==> config.mk <==
export PLATFORM = sky130hd
export DESIGN_NAME = serial_add_sub_32
export DESIGN_NICKNAME = d
export VERILOG_FILES = /design/src/rtl/serial_add_sub_32_pkg.sv /design/src/rtl/serial_add_sub_32_full_adder.sv /design/src/rtl/serial_add_sub_32.sv
export SDC_FILE = /design/constraint.sdc
export NUM_CORES = 1
export LEC_CHECK = 0
export BUFFER_PORTS_ARGS = -buffer_cell sky130_fd_sc_hd__buf_2
export CELL_PAD_IN_SITES_DETAIL_PLACEMENT = 2
export CELL_PAD_IN_SITES_GLOBAL_PLACEMENT = 2
export CORE_ASPECT_RATIO = 1.5
export CORE_MARGIN = 1
export CORE_UTILIZATION = 38
export DETAILED_ROUTE_END_ITERATION = 6
export GPL_ROUTABILITY_DRIVEN = 0
export GPL_TIMING_DRIVEN = 0
export PLACE_DENSITY = 0.88
export SETUP_SLACK_MARGIN = 0.05
export SLEW_MARGIN = 20
export SYNTH_ARGS = -nofsm -noshare
export SYNTH_HDL_FRONTEND = slang
export SYNTH_SLANG_ARGS = --single-unit
==> constraint.sdc <==
create_clock -name clk -period 4.7 [get_ports clk]
set_clock_uncertainty 0.15 [all_clocks]
set_input_delay 0.705 -clock clk [delete_from_list [all_inputs] [get_ports clk]]
set_output_delay 0.705 -clock clk [all_outputs]
set_load 0.005 [all_outputs]
==> src/rtl/serial_add_sub_32_pkg.sv <==
// Shared definitions for the bit-serial adder/subtractor: the FSM state encoding,
// the mode constants and the default operand width.
package serial_add_sub_32_pkg;

  localparam int   DEFAULT_WIDTH = 32;
  localparam logic MODE_ADD      = 1'b0;
  localparam logic MODE_SUB      = 1'b1;

  typedef enum logic [1:0] {
    ST_IDLE = 2'd0,
    ST_RUN  = 2'd1,
    ST_DONE = 2'd2
  } state_e;

endpackage

==> src/rtl/serial_add_sub_32_full_adder.sv <==
// One-bit full adder. The serial datapath reuses this single cell once per bit.
module full_adder (
  input  logic cin,
  input  logic x,
  input  logic y,
  output logic s,
  output logic cout
);

  assign s    = x ^ y ^ cin;
  assign cout = (x & y) | (cin & (x ^ y));

endmodule

==> src/rtl/serial_add_sub_32.sv <==
// Bit-serial WIDTH-bit adder/subtractor. It processes one bit per clock, LSB first,
// through a single full adder, with valid/ready handshakes on input and output.
//
// state   | meaning
// IDLE    | waiting for operands, in_ready high
// RUN     | one result bit per clock, WIDTH clocks in total
// DONE    | result held with out_valid until out_ready
module serial_add_sub_32
  import serial_add_sub_32_pkg::*;
#(
  parameter int WIDTH = DEFAULT_WIDTH
) (
  input  logic             clk,
  input  logic             rst_n,
  input  logic             in_valid,
  output logic             in_ready,
  input  logic [WIDTH-1:0] x,
  input  logic [WIDTH-1:0] y,
  input  logic             sub,
  output logic             out_valid,
  input  logic             out_ready,
  output logic [WIDTH-1:0] r,
  output logic             cout,
  output logic             overflow,
  output logic             busy
);

  localparam int            CW   = $clog2(WIDTH);
  localparam logic [CW-1:0] LAST = CW'(WIDTH - 1);

  state_e           state_q, state_d;
  logic [WIDTH-1:0] a_q, a_d;
  logic [WIDTH-1:0] b_q, b_d;
  logic [WIDTH-1:0] r_q, r_d;
  logic [CW-1:0]    cnt_q, cnt_d;
  logic             c_q, c_d;
  logic             cout_q, cout_d;
  logic             ovf_q, ovf_d;
  logic             fa_s, fa_c;
  logic             last_bit;

  full_adder u_bit_cell (
    .cin  (c_q),
    .x    (a_q[0]),
    .y    (b_q[0]),
    .s    (fa_s),
    .cout (fa_c)
  );

  assign last_bit = (cnt_q == LAST);

  always_ff @(posedge clk or negedge rst_n) begin
    if (!rst_n) state_q <= ST_IDLE;
    else        state_q <= state_d;
  end

  always_comb begin
    state_d = state_q;
    case (state_q)
      ST_IDLE: if (in_valid)  state_d = ST_RUN;
      ST_RUN:  if (last_bit)  state_d = ST_DONE;
      ST_DONE: if (out_ready) state_d = ST_IDLE;
      default:                state_d = ST_IDLE;
    endcase
  end

  always_comb begin
    in_ready  = 1'b0;
    out_valid = 1'b0;
    busy      = 1'b0;
    case (state_q)
      ST_IDLE: in_ready = 1'b1;
      ST_RUN:  busy     = 1'b1;
      ST_DONE: begin
        out_valid = 1'b1;
        busy      = 1'b1;
      end
      default: ;
    endcase
  end

  // Subtraction is x + ~y + 1: invert y once at accept and seed the carry with sub.
  always_comb begin
    a_d    = a_q;
    b_d    = b_q;
    r_d    = r_q;
    c_d    = c_q;
    cnt_d  = cnt_q;
    cout_d = cout_q;
    ovf_d  = ovf_q;
    case (state_q)
      ST_IDLE: begin
        if (in_valid) begin
          a_d   = x;
          b_d   = y ^ {WIDTH{sub}};
          c_d   = sub;
          cnt_d = '0;
        end
      end
      ST_RUN: begin
        r_d   = {fa_s, r_q[WIDTH-1:1]};
        a_d   = a_q >> 1;
        b_d   = b_q >> 1;
        c_d   = fa_c;
        cnt_d = cnt_q + 1'b1;
        if (last_bit) begin
          cout_d = fa_c;
          ovf_d  = c_q ^ fa_c;
        end
      end
      default: ;
    endcase
  end

  always_ff @(posedge clk or negedge rst_n) begin
    if (!rst_n) begin
      a_q    <= '0;
      b_q    <= '0;
      r_q    <= '0;
      c_q    <= 1'b0;
      cnt_q  <= '0;
      cout_q <= 1'b0;
      ovf_q  <= 1'b0;
    end else begin
      a_q    <= a_d;
      b_q    <= b_d;
      r_q    <= r_d;
      c_q    <= c_d;
      cnt_q  <= cnt_d;
      cout_q <= cout_d;
      ovf_q  <= ovf_d;
    end
  end

  assign r        = r_q;
  assign cout     = cout_q;
  assign overflow = ovf_q;

endmodule

======== Word-level counts from Yosys, hierarchy flattened ========
Index checks and enable logic that the tools add are counted.
Widths: inputs -> output; s select.
cells by class
  bitwise operators ....................... 7
  reduce and logical (&&, ||, !) cells .... 6
  multiplexer cells ....................... 15
  multiply operators ...................... 0
  equality and inequality tests ........... 6
  add/subtract/negate cells ............... 1
  magnitude comparators ................... 0
  div/mod/pow operators ................... 0
  shift-type cells ........................ 0
operators by type and width
  kind                 count
  $pmux 32 s2          2
  $mux 32              2
  $xor 32x32->32       1
  $pmux 5 s2           1
  $mux 2               3
  $ne 2x2->1 const B   3
  $pmux 2 s3           1
  $add 5x1->5 const B  1
  $eq 5x5->1 const B   1
  $mux 5               1
  $mux 1               4
  $reduce_and 2->1     2
  $reduce_and 3->1     1
  $xor 1x1->1          3
  $and 1x1->1          2
  $eq 2x1->1 const B   1
  $eq 2x2->1 const B   1
  $logic_not 2->1      1
  $pmux 1 s2           1
  $reduce_bool 2->1    1
  $reduce_or 2->1      1
  $or 1x1->1           1
storage, ports and cells
  word-level logic and storage cells ...... 43
  ROM bits ................................ 0
  memories kept ........................... 0
  bits in registers ....................... 106
  bits in latches ......................... 0
  memory bits (writable) .................. 0
  output and inout bits ................... 37
  input bits .............................. 69

======== Logic depth before layout (Yosys ltp) ========
  depth after elaboration ................. 4
  gate-level depth with buffers ........... 7
  gate-level depth less buffers ........... 6

======== Modules after synthesis ========
A second synthesis with hierarchy kept.
second synthesis, totals
  cells, all modules ...................... 428
  area, all modules ....................... 4991.0 sq um
by module, submodules not included
  module             area each (sq um)  cells an instance  times used  seq. area each (sq um)
  serial_add_sub_32  4971.0             427                1           2652.5
  full_adder         20.0               1                  1           0.0

======== Worst setup path after synthesis ========
OpenSTA, ideal clock, no wires.
  path kind ............................... register -> register
  from .................................... register cnt_q[0]
  to ...................................... register state_q[0]
  required time ........................... 4.425 ns
  slack ................................... 2.955 ns
  arrival ................................. 1.471 ns
  setup time .............................. 0.125 ns
  path buffers ............................ 0
  cell stages (with the launch flop) ...... 6
  clock period less this slack ............ 1.745 ns
  cells stage by stage .................... dfrtp_1 -> ha_1 -> and3_1 -> ha_1 -> o211ai_1 -> mux2_2
on the way
  word-level cells in the longest chain between the ends .. 3
ends and longest elaborated chain
  item                               line                      text
  start, declared                    serial_add_sub_32.sv:35   logic [CW-1:0] cnt_q, cnt_d;
  start signal, assigned             serial_add_sub_32.sv:129  cnt_q <= cnt_d;
  $eq 5x5->1                         serial_add_sub_32.sv:50   assign last_bit = (cnt_q == LAST);
  $ne 2x2->1 (no source line)        -
  $reduce_and 3->1 (no source line)  -
  end signal, assigned               serial_add_sub_32.sv:54   else state_q <= state_d;
  end, declared                      serial_add_sub_32.sv:31   state_e state_q, state_d;
No other way between the ends.
A chain may end at the register's enable or synchronous reset.

======== Worst setup path after layout ========
  from .................................... register state_q[1]
  to ...................................... output in_ready
on the way
  word-level cells in the longest chain between the ends .. 2
ends and longest elaborated chain
  item             line                     text
  $logic_not 2->1  serial_add_sub_32.sv:71  case (state_q)
  $mux 1           serial_add_sub_32.sv:71
  end, declared    serial_add_sub_32.sv:16  output logic in_ready,
No other way between the ends.

==> impl_metrics.tcl <==
set metrics [dict create \
    status "complete, no violations" \
    cap_viol_max_count 0 \
    grt_usage 0.2091 \
    crit_slowest_cell "dfrtp_1" \
    crit_buf_inv 2 \
    wl_per_cell_um 18.39 \
    start_util 0.3950 \
    grt_first_pass_wirelength_um 21560 \
    cts-root-buf "clkbuf_16" \
    synth_top_area_frac 0.5315 \
    fin_crit_ns 2.179 \
    dieArea_um2 13610 \
    syn_avg_cell_area_um2 11.66 \
    slew_viol_final 0 \
    drt_iter0_drc 75 \
    crit_fanout 4 \
    viasPerCell 5.098 \
    die_height_um 142.4 \
    drive_gt1_frac 0.3315 \
    post-route-period-util 0.4637 \
    synthCells 428 \
    yosys.area_share.simple 0.06192 \
    synth.net_count 503 \
    ys_seq_elements 106 \
    fin_nets 619 \
    path_class "reg2out" \
    yosysSeqAreaShare 0.5315 \
    hold_class "in2async" \
    first_pass_iters 4 \
    synth_area_leaders "dfrtp_1, mux2i_1, mux2_2, o21ai_0, xor2_1" \
    grt_max_degree 59 \
    overflow 0 \
    antenna_cells 0 \
    power_uw 4080 \
    core_area_um2 12640 \
    clkSlewWorstSetupHoldPaths_ns 0.08 \
    hpwl_um 9773 \
    cp_top_family "flip-flops" \
    ys.warnings.count 0 \
    placementRows 50 \
    io_pins 106 \
    area_delta_synth_final_pct 21.18 \
    cts_max_level 3 \
    cp-end-kind "primary output" \
    grt_pass1_vias 4316 \
    grt_util_met1 0.2324 \
    cts_tree "yes" \
    gr-max-usage-layer "met2" \
    cts_buffers 9 \
    fmax_mhz 458.8 \
    die-width_um 95.58 \
    ctsLongestPathBuffers 2 \
    synthMuxAreaShare 0.2076 \
    synth_top_family_by_area "multiplexers" \
    antenna_found_initial 0 \
    leakage_uw 0.003009 \
    slew_headroom 0.6756 \
    irDropWorstVdd_v 0.0002931 \
    wl_um 12960 \
    cp_data_arrival_time_ns 1.32 \
    worst_pin_slew_ns 0.4866 \
    final-hold-violation-count 0 \
    syn_area_um2 4991 \
    dr_total_vias 3594 \
    powerDensity_nw_per_um2 674.6 \
    use_met2 0.3966 \
    crit_required_ns 3.85 \
    clk_latency_ns 0.35 \
    synth.distinct_cells 29 \
    drc 0 \
    cts_hold_buf 0 \
    cts_sinks 106 \
    yosysTopAreaCell "dfrtp_1" \
    startpoint_type "register" \
    synth_fa_ha_area_frac 0.01655 \
    synth-compound-area-share 0.08298 \
    setup_tns_ns 0 \
    synth_xor_area_frac 0.05791 \
    fill_cells 1338 \
    setup_viol 0 \
    crit_path_max_incr_delay_ns 0.41 \
    path_cells "inv_1 -> ha_1 -> buf_2" \
    post_cts_resize_count 0 \
    post_cts_buffers 0 \
    grt.met3_usage 0.03365 \
    ant_nets 0 \
    io_buffers 104 \
    rsz0062_at_grt "no" \
]
per-stage QoR:
stage               setup WS [ns]  cell area [um^2]  hold WS, ns    util  std cells
global route                2.375              6048       0.1650  0.4786        705
detailed placement          2.516              5741       0.3239  0.4543        689
finish                      2.521              6048       0.1480  0.4786        705
CTS                         2.489              6048       0.1540  0.4786        705
global placement            1.576              5707       0.3112  0.4516        688
floorplan                   2.955              4991       0.2594       -        428
power by group:
part	internal [uW]	total, uW	switching, uW	leakage [uW]
combinational	806	1700	891	0.00153
clock	382	770	388	0.000148
sequential	1340	1610	274	0.00133
synth_stat cells (all sizes together):
library cell	n
a22oi	1
a31oi	2
a32o	2
and2	1
and3	1
buf	22
clkbuf	7
dfrtp	106
fa	1
ha	5
inv	3
mux2	34
mux2i	64
nand2	72
nand2b	2
nand3	1
nand4b	1
o211ai	2
o21ai	66
o31ai	1
o41ai	1
xnor2	2
xor2	31
kinds of logic (layout without fill, tap and decap cells):
logic type	after synthesis	in the layout
mux	98	98
fa+ha+maj	6	6
xor+xnor	33	33
simple gates	78	78
buf+inv	32	153
compound gates	75	75
flops	106	106
area by class of cell:
cell class	count	area, um^2	share of cell area
timing repair buffer	105	554.3	0.09164
sequential	106	2653	0.4386
buffer	29	193.9	0.03206
tap	156	195.2	0.03227
clock inverter	7	82.58	0.01365
inverter	3	13.76	0.002276
multi-input combinational	290	2131	0.3523
clock buffer	9	225.2	0.03724
state kept, by name (all words and copies together), names as in the netlist:
signal    flops
cout          1
overflow      1
r            32
state_q       2
b_q          32
a_q          32
cnt_q         5
c_q           1
layout by cell type, fill, tap and decap left out, types with 3 or more instances in the layout:
master       n
mux2_2      34
clkbuf_1     6
xor2_1      31
mux2i_1     63
dfrtp_1    106
inv_8        3
o21ai_0     56
buf_2      111
ha_1         5
buf_6        6
o21ai_1     10
clkbuf_16    9
buf_4        9
nand2_1     72
metal layers:
layer | wire length [um] | up-vias
met5 | 0 | -
met4 | 214 | 0
met3 | 390 | 16
met2 | 7360 | 72
met1 | 4999 | 1812
li1 | - | 1694
path summary, 6_finish.rpt:
| kind | slack [ns] | from | cells past startpoint | endpoint |
|---|---|---|---|---|
| worst max-delay path | 2.52 | state_q[1] | 3 | in_ready |
| worst min-delay path | 0.15 | rst_n | 1 | a_q[25] |
| worst max register to register | 2.54 | state_q[1] | 5 | a_q[19] |
| worst min register to register | 0.33 | b_q[23] | 2 | b_q[23] |
| max in group asynchronous | 3.60 | rst_n | 2 | r[20] |
| min in group clk | 0.33 | b_q[23] | 2 | b_q[23] |
Power figures use the tool's default switching activity.
